**src/rtl/beamformer_pkg.sv**
```systemverilog
// Shared beamformer front-end definitions: sequencer FSM states and the
// default channel/width configuration used by the sequencer and the filter wrapper.
package beamformer_pkg;

    typedef enum logic [0:0] {
        COLLECT = 1'b0,
        ISSUE   = 1'b1
    } seq_state_e;

    localparam int FILT_ERR_W = 2;
    localparam int DEF_NUM_CH = 4;
    localparam int DEF_DIN_W  = 16;
    localparam int DEF_DOUT_W = 111;

endpackage

```
**src/rtl/fir_sample_bank.sv**
```systemverilog
// Per-channel sample slots with pending bits and sticky overrun flags.
// A write to a channel being issued in the same cycle is accepted, not an overrun.
module fir_sample_bank
    import beamformer_pkg::*;
#(
    parameter int NUM_CH = DEF_NUM_CH,
    parameter int DIN_W  = DEF_DIN_W,
    parameter int CH_W   = $clog2(NUM_CH)
) (
    input  logic                    clk,
    input  logic                    rst,
    input  logic [NUM_CH*DIN_W-1:0] wr_data,
    input  logic [NUM_CH-1:0]       wr_stb,
    input  logic [CH_W-1:0]         issue_idx,
    input  logic                    issue_clr,
    input  logic [CH_W-1:0]         sel_idx,
    output logic [NUM_CH-1:0]       pending,
    output logic [DIN_W-1:0]        sel_data,
    output logic [NUM_CH-1:0]       overrun
);

    logic [DIN_W-1:0]  slot_r [NUM_CH];
    logic [NUM_CH-1:0] pending_r;
    logic [NUM_CH-1:0] overrun_r;
    logic [NUM_CH-1:0] clr_s;

    // Decode the issue-clear strobe to a one-hot per-channel clear.
    always_comb begin
        clr_s = '0;
        for (int k = 0; k < NUM_CH; k++) begin
            clr_s[k] = issue_clr && (issue_idx == CH_W'(k));
        end
    end

    // Slot write, pending set/clear and overrun capture per channel.
    always_ff @(posedge clk) begin
        if (!rst) begin
            pending_r <= '0;
            overrun_r <= '0;
            for (int k = 0; k < NUM_CH; k++) begin
                slot_r[k] <= '0;
            end
        end else begin
            for (int k = 0; k < NUM_CH; k++) begin
                if (wr_stb[k] && (!pending_r[k] || clr_s[k])) begin
                    slot_r[k]    <= wr_data[k*DIN_W +: DIN_W];
                    pending_r[k] <= 1'b1;
                end else if (wr_stb[k]) begin
                    overrun_r[k] <= 1'b1;
                end else if (clr_s[k]) begin
                    pending_r[k] <= 1'b0;
                end else begin
                    pending_r[k] <= pending_r[k];
                end
            end
        end
    end

    assign pending  = pending_r;
    assign overrun  = overrun_r;
    assign sel_data = slot_r[sel_idx];

endmodule

```
**src/rtl/fir_channel_sequencer.sv**
```systemverilog
// Time-multiplexes one interleaved FIR core across NUM_CH channels: banks a
// sample per channel, issues them in channel order, and tags filter results.
module fir_channel_sequencer
    import beamformer_pkg::*;
#(
    parameter int NUM_CH = DEF_NUM_CH,
    parameter int DIN_W  = DEF_DIN_W,
    parameter int DOUT_W = DEF_DOUT_W,
    parameter int CH_W   = $clog2(NUM_CH)
) (
    input  logic                    clk,
    input  logic                    rst,
    input  logic [NUM_CH*DIN_W-1:0] ch_data_in,
    input  logic [NUM_CH-1:0]       ch_valid,
    output logic [DIN_W-1:0]        filt_sink_data,
    output logic                    filt_sink_valid,
    output logic [FILT_ERR_W-1:0]   filt_sink_error,
    input  logic [DOUT_W-1:0]       filt_source_data,
    input  logic                    filt_source_valid,
    input  logic [FILT_ERR_W-1:0]   filt_source_error,
    output logic [DOUT_W-1:0]       out_data,
    output logic [CH_W-1:0]         out_ch,
    output logic                    out_valid,
    output logic                    out_frame_done,
    output logic [NUM_CH-1:0]       overrun,
    output logic                    filt_err
);

    localparam logic [CH_W-1:0] LAST_IDX = CH_W'(NUM_CH - 1);

    seq_state_e        state_r, state_next_s;
    logic [CH_W-1:0]   i_r, i_next_s;
    logic [CH_W-1:0]   o_r;
    logic [NUM_CH-1:0] pending_s;
    logic [DIN_W-1:0]  sel_data_s;
    logic              issue_clr_s;
    logic [DIN_W-1:0]  sink_data_r;
    logic              sink_valid_r;
    logic [DOUT_W-1:0] out_data_r;
    logic [CH_W-1:0]   out_ch_r;
    logic              out_valid_r;
    logic              frame_done_r;
    logic              filt_err_r;

    assign issue_clr_s = (state_r == ISSUE);

    // The bank reads ahead at i_next so the sink registers line up with the issue cycle.
    fir_sample_bank #(
        .NUM_CH (NUM_CH),
        .DIN_W  (DIN_W),
        .CH_W   (CH_W)
    ) u_bank (
        .clk       (clk),
        .rst       (rst),
        .wr_data   (ch_data_in),
        .wr_stb    (ch_valid),
        .issue_idx (i_r),
        .issue_clr (issue_clr_s),
        .sel_idx   (i_next_s),
        .pending   (pending_s),
        .sel_data  (sel_data_s),
        .overrun   (overrun)
    );

    // Next-state and issue-counter logic.
    always_comb begin
        state_next_s = state_r;
        i_next_s     = i_r;
        case (state_r)
            COLLECT: begin
                if (&pending_s) begin
                    state_next_s = ISSUE;
                    i_next_s     = '0;
                end else begin
                    state_next_s = COLLECT;
                    i_next_s     = '0;
                end
            end
            ISSUE: begin
                if (i_r == LAST_IDX) begin
                    state_next_s = COLLECT;
                    i_next_s     = '0;
                end else begin
                    state_next_s = ISSUE;
                    i_next_s     = i_r + 1'b1;
                end
            end
            default: begin
                state_next_s = COLLECT;
                i_next_s     = '0;
            end
        endcase
    end

    // State, counter and registered filter-sink drive.
    always_ff @(posedge clk) begin
        if (!rst) begin
            state_r      <= COLLECT;
            i_r          <= '0;
            sink_valid_r <= 1'b0;
            sink_data_r  <= '0;
        end else begin
            state_r      <= state_next_s;
            i_r          <= i_next_s;
            sink_valid_r <= (state_next_s == ISSUE);
            if (state_next_s == ISSUE) begin
                sink_data_r <= sel_data_s;
            end else begin
                sink_data_r <= '0;
            end
        end
    end

    // Output tagger: counts filter beats independently of the issue FSM.
    always_ff @(posedge clk) begin
        if (!rst) begin
            o_r          <= '0;
            out_data_r   <= '0;
            out_ch_r     <= '0;
            out_valid_r  <= 1'b0;
            frame_done_r <= 1'b0;
            filt_err_r   <= 1'b0;
        end else begin
            if (filt_source_valid) begin
                out_data_r   <= filt_source_data;
                out_ch_r     <= o_r;
                out_valid_r  <= 1'b1;
                frame_done_r <= (o_r == LAST_IDX);
                o_r          <= (o_r == LAST_IDX) ? '0 : o_r + 1'b1;
            end else begin
                out_valid_r  <= 1'b0;
                frame_done_r <= 1'b0;
            end
            if (filt_source_valid && (filt_source_error != {FILT_ERR_W{1'b0}})) begin
                filt_err_r <= 1'b1;
            end else begin
                filt_err_r <= filt_err_r;
            end
        end
    end

    assign filt_sink_data  = sink_data_r;
    assign filt_sink_valid = sink_valid_r;
    assign filt_sink_error = {FILT_ERR_W{1'b0}};
    assign out_data        = out_data_r;
    assign out_ch          = out_ch_r;
    assign out_valid       = out_valid_r;
    assign out_frame_done  = frame_done_r;
    assign filt_err        = filt_err_r;

endmodule

```
**config.mk**
```make
export PLATFORM = sky130hd
export DESIGN_NAME = fir_channel_sequencer
export DESIGN_NICKNAME = d
export VERILOG_FILES = /design/src/rtl/beamformer_pkg.sv /design/src/rtl/fir_sample_bank.sv /design/src/rtl/fir_channel_sequencer.sv
export SDC_FILE = /design/constraint.sdc
export NUM_CORES = 1
export LEC_CHECK = 0
export ABC_AREA = 1
export BUFFER_PORTS_ARGS = -buffer_cell sky130_fd_sc_hd__buf_2
export CAP_MARGIN = 0
export CORE_ASPECT_RATIO = 0.6
export CORE_MARGIN = 5
export CORE_UTILIZATION = 45
export DETAILED_ROUTE_END_ITERATION = 10
export HOLD_SLACK_MARGIN = 0.08
export PLACE_DENSITY = 0.72
export REMOVE_ABC_BUFFERS = 1
export SYNTH_ARGS = -nofsm -noshare
export SYNTH_HDL_FRONTEND = slang
export SYNTH_SLANG_ARGS = --single-unit
```
**constraint.sdc**
```tcl
create_clock -name clk -period 8.6 [get_ports clk]
set_input_delay 0.86 -clock clk [delete_from_list [all_inputs] [get_ports clk]]
set_output_delay 0.86 -clock clk [all_outputs]
set_load 0.1 [all_outputs]
```
== Word-level counts from Yosys, hierarchy flattened ==
Memory sizes are Yosys's and may differ from the RTL's. A register that Yosys moved wholly into a read port is not among the register bits.
Index checks and enable logic that the tools add are counted.

* Muxes and demuxes: 36
* Equal/unequal tests: 8
* $add $sub $neg: 2
* Div/mod/pow operators: 0
* Shift operators: 0
* Bitwise gates (word level): 9
* Reduce and logical (&&, ||, !) cells: 35
* Order comparisons: 0
* Multipliers: 0

{| class="wikitable"
|+ Operators by type and width
! operator !! count
|-
| two-way mux 16 bit || 4
|-
| two-way mux 1 bit || 28
|-
| AND reduction 2 bit || 10
|-
| nonzero test 2 bit || 5
|-
| logical AND 1 bit || 9
|-
| inequality test 2 x 1 -> 1 bit (second input constant) || 4
|-
| equality test 2 bit (second input constant) || 3
|-
| zero test 1 bit || 5
|-
| NOT 1 bit || 5
|-
| adder 2 x 1 -> 2 bit (second input constant) || 2
|-
| logical OR 1 bit || 4
|-
| two-way mux 2 bit || 2
|-
| OR 1 bit || 4
|-
| case mux 2 bit (2 select lines) || 1
|-
| AND reduction 4 bit || 1
|-
| equality test 2 x 1 -> 1 bit (second input constant) || 1
|-
| zero test 2 bit || 1
|-
| case mux 1 bit (2 select lines) || 1
|}

* Input bits: 184
* Bits in latches: 0
* ROM bits: 0
* Output and inout port bits: 139
* RAM bits: 64
* Logic and storage cells: 107
* Memories: 1
* Bits in registers: 129

{| class="wikitable"
|+ Memories
! name !! words !! bits a word !! rd ports !! clocked after memory_dff !! wr ports !! RTL line !! source
|-
| u_bank.slot_r || 4 || 16 || 1 || 1 || 4 || fir_sample_bank.sv:22 || <nowiki>logic [DIN_W-1:0] slot_r [NUM_CH];</nowiki>
|}

== Longest topological paths before layout ==
* Depth in word-level cells: 8
* Depth in mapped cells: 9
* Depth with buffers taken out: 6

== Modules after synthesis ==
From an unflattened synthesis, not the netlist that was laid out.

* Cells, all modules: 918
* Area, all modules: 7958.9 um^2

{| class="wikitable"
|+ Modules (own cells, without submodules)
! module !! area each (um^2) !! instances !! cells an instance !! sequential area each (um^2)
|-
| fir_channel_sequencer || 4670.7 || 1 || 580 || 2742.6
|-
| fir_sample_bank || 3288.2 || 1 || 338 || 2082.0
|}

== Worst setup path after synthesis ==
Ideal clock, no wire load.

* Kind: reg2reg
* Start point: reg, netlist name filt_sink_valid
* End point: mem u_bank.slot_r[3][0] in the netlist's numbering (enable)
* Clock period less this slack: 2.917 ns
* Data required time: 8.189 ns
* Data arrival time: 2.506 ns
* Library setup time: 0.411 ns
* Buffers on the path: 0
* Stages on the path, launching flop included: 5
* Setup slack: 5.683 ns
* Path through: dfxtp_1 nand2_1 nand2_1 inv_1 o21ai_0

{| class="wikitable"
|+ RTL lines
! element !! RTL line
|-
| to (decl) || fir_sample_bank.sv:22
|}

== Worst setup path after layout ==
* Start point: reg i_r[0]
* End point: reg sink_data_r[8], in the netlist filt_sink_data[8] (read register of u_bank.slot_r)

* Cells in the longest elaborated chain, start to end: 5

{| class="wikitable"
|+ Ends and longest elaborated chain
! element !! RTL line !! source
|-
| from (decl) || fir_channel_sequencer.sv:32 || <nowiki>logic [CH_W-1:0] i_r, i_next_s;</nowiki>
|-
| from (signal assigned) || fir_channel_sequencer.sv:104 || <nowiki>i_r <= i_next_s;</nowiki>
|-
| equality test 2 bit || fir_channel_sequencer.sv:80 || <nowiki>if (i_r == LAST_IDX) begin</nowiki>
|-
| two-way mux 1 bit || fir_channel_sequencer.sv:80 ||
|-
| case mux 1 bit (2 select lines) || fir_channel_sequencer.sv:69 || <nowiki>case (state_r)</nowiki>
|-
| AND reduction 2 bit (no source line) || -- ||
|-
| zero test 1 bit (no source line) || -- ||
|-
| to (decl) || fir_channel_sequencer.sv:37 || <nowiki>logic [DIN_W-1:0] sink_data_r;</nowiki>
|}

Several ways; a longest one is shown, not always the timed one.
A chain may end at the register's enable or synchronous reset.

==> impl_metrics.csv <==
group,metric,value,unit
clock_network,numCtsBuffers,20,
status,status,"completed",
finish,syn2layout_area_growth,28.5,%
pwr,leakagePower,5.42,nW
finish,fillers,1640,
global_route,track_usage,20.7,%
clock_network,hold_buffers,0,
finish,register_area,4820,sq um
clock_network,htreeDepth,1,
pwr,power_density,241,nW/um^2
place,gp_congestion,0.854,
sta,slew_headroom,21.4,%
finish,multi_input_area,2560,sq um
critical_path,crit_path_start_kind,"flop",
sta,tns,0,ps
clock_network,cts_tree,"yes",
critical_path,path_class,"reg -> reg",
finish,finish.utilization,58.5,%
sta,slew_violations,0,
place,io_buffer_count,320,
die,start_util,45.5,%
die,die_width,184,microns
clock_network,cts_sinks,209,
synth,yosysTopAreaCell,"dfxtp_1",
place,dp_slack,5840,ps
die,pin_count,323,
synth,synth_most_common_cell,"nor2_1",
sta,hold_viol_final,0,
clock_network,cts-resized-gates,0,
routing,vias,7187,
synth,synthArstFlopShare,0,%
synth,ys_ff_latch,209,
sta,fin_skew,16.3,ps
routing,drc,0,
global_route,grt_overflow,0,
synth,ys.flop_type,"dfxtp_1",
routing,ant_nets,0,
finish,drive_gt1_share,29.5,%
synth,syn_area,8180,sq um
flow_run,drv_cap,0,
routing,drtIter0Drc,492,
clock_network,cts_buffer_depth,3,
die,fp.dieArea,21100,sq um
critical_path,endpoint_kind,"flop",
pwr,ir_worst_vdd,152,uV
synth,avgSynthCellArea,8.36,sq um
routing,wl_met2,10.6,mm
sta,rsz0062_at_grt,"no",
synth,synth_edf_count,64,
clock_network,clk_latency,490,ps
sta,setup_slack,5780,ps
die,core,18000,sq um
routing,totalWireLength,22.7,mm
finish,antennaDiodeCount,0,
synth,synthDistinctLibCells,21,
global_route,grt_max_degree,117,
sta,tightest_slew,1180,ps
sta,fin_crit,2820,ps
place,dp_hpwl,16.4,mm
critical_path,r2r_slack,5780,ps
global_route,grt_pass1_wl,35.2,mm
clock_network,cts-root-buf,"clkbuf_16",
min_path,holdCritPathClass,"reg -> reg",
global_route,grt_pass1_vias,6863,
synth,synth_cells,978,
routing,top_layer,"met5",
finish,nNetsFinal,1459,
sta,setup_viol,0,
synth,yosysSeqAreaShare,59.0,%
routing,met3WireLength,1.57,mm
synth,synth_commonest_cells,"331 x nor2_1, 145 x dfxtp_1, 125 x inv_1",
sta,max_clock_freq,355,MHz
routing,drt-pass1-iter-count,5,
synth,synth_top_cell_area_share,35.5,%
synth,synth_area_leaders,"dfxtp_1 36%, edfxtp_1 24%, nor2_1 15%",
sta,period_share,32.7,%
critical_path,required,9010,ps
routing,wl_met1,10.0,mm
global_route,antenna_found_initial,1,
die,rows,38,
die,fp.dieH,114,microns
critical_path,crit_fanout,33,
critical_path,arrival,3230,ps
routing,drt-wirelength-per-cell,14.9,microns
clock_network,clkSlewWorstSetupHoldPaths,70,ps
routing,via_per_inst,4.72,
clock_network,post_cts_buffers,0,
synth,yosys_warnings,0,
==> per-stage QoR <==
step           cells  hold slack, ps  total power [mW]  area, sq um
5_1_grt         1523             482              2.63        10500
2_1_floorplan    922             465              1.50         7850
4_1_cts         1523             467              2.55        10500
3_3_place_gp    1488             440              1.62         9810
3_5_place_dp    1488             451              1.63         9810
6_report        1523             463              2.53        10500
==> layout by cell type, fill, tap and decap left out <==
master	n
a21oi_1	14
edfxtp_1	64
ha_1	5
clkinv_2	3
o21a_1	4
inv_1	125
o21bai_2	1
a21oi_2	9
o21ai_2	2
conb_1	2
clkbuf_1	2
nor2_1	331
dfxtp_1	145
nand2_2	1
o21ai_1	2
o21ai_0	114
buf_4	6
inv_4	1
bufinv_16	1
clkbuf_16	23
clkbuf_8	5
nand2_4	1
inv_2	2
nand2_1	64
nand3_2	4
nand3_1	32
buf_2	320
==> worst paths after layout <==
path                 start                 to  cells past startpoint
setup / recovery    i_r[0]  filt_sink_data[8]                      5
hold reg to reg   filt_err           filt_err                      2
setup reg to reg    i_r[0]  filt_sink_data[8]                      5
hold / removal    filt_err           filt_err                      2
==> flip-flops by register name (all words and copies together) (netlist names) <==
signal / flops
out_data: 111
filt_sink_data: 16
filt_sink_valid: 1
i_r: 2
u_bank.slot_r: 64
u_bank.overrun: 4
out_ch: 2
out_frame_done: 1
u_bank.pending: 4
filt_err: 1
out_valid: 1
o_r: 2
==> area by class of cell <==
| cell class | count | area share (%) |
|---|---|---|
| repair buffers | 326 | 15.7 |
| flip-flops and latches | 209 | 45.9 |
| clock buffers | 30 | 6.20 |
| inverters | 127 | 4.54 |
| multi-input cells | 586 | 24.3 |
| clock inverters | 5 | 0.488 |
| well taps | 240 | 2.86 |
==> power by group <==
part,total [mW],switching [mW],internal (mW)
clock,0.923,0.368,0.555
sequential,1.11,0.0241,1.08
combinational,0.499,0.407,0.0929
total,2.53,0.799,1.73
==> critical path: stages, from the launching register on <==
cell	delay, ps
dfxtp_1	810
inv_2	340
ha_1	380
nand2_1	800
nand3_1	230
a21oi_2	150
==> cells by family (layout without fill, tap and decap cells) <==
kind of cell             Yosys count  count (layout)  synth area share (%)
adder cells (fa/ha/maj)            5               5                 0.765
buffers and inverters            184             488                  9.84
AND/OR/NAND/NOR                  433             433                  20.8
AO/OA/AOI/OAI                    146             146                  9.55
other                              1               2                0.0459
flip-flops                       209             209                  59.0
==> metal layers <==
layer / up-vias / track usage (%)
met2: 215 / 33.9
met3: 41 / 5.24
met5: - / 0
met4: 2 / 5.02
li1: 3612 / -
met1: 3317 / 27.7
Note: power is estimated with default switching activity, not from simulation.
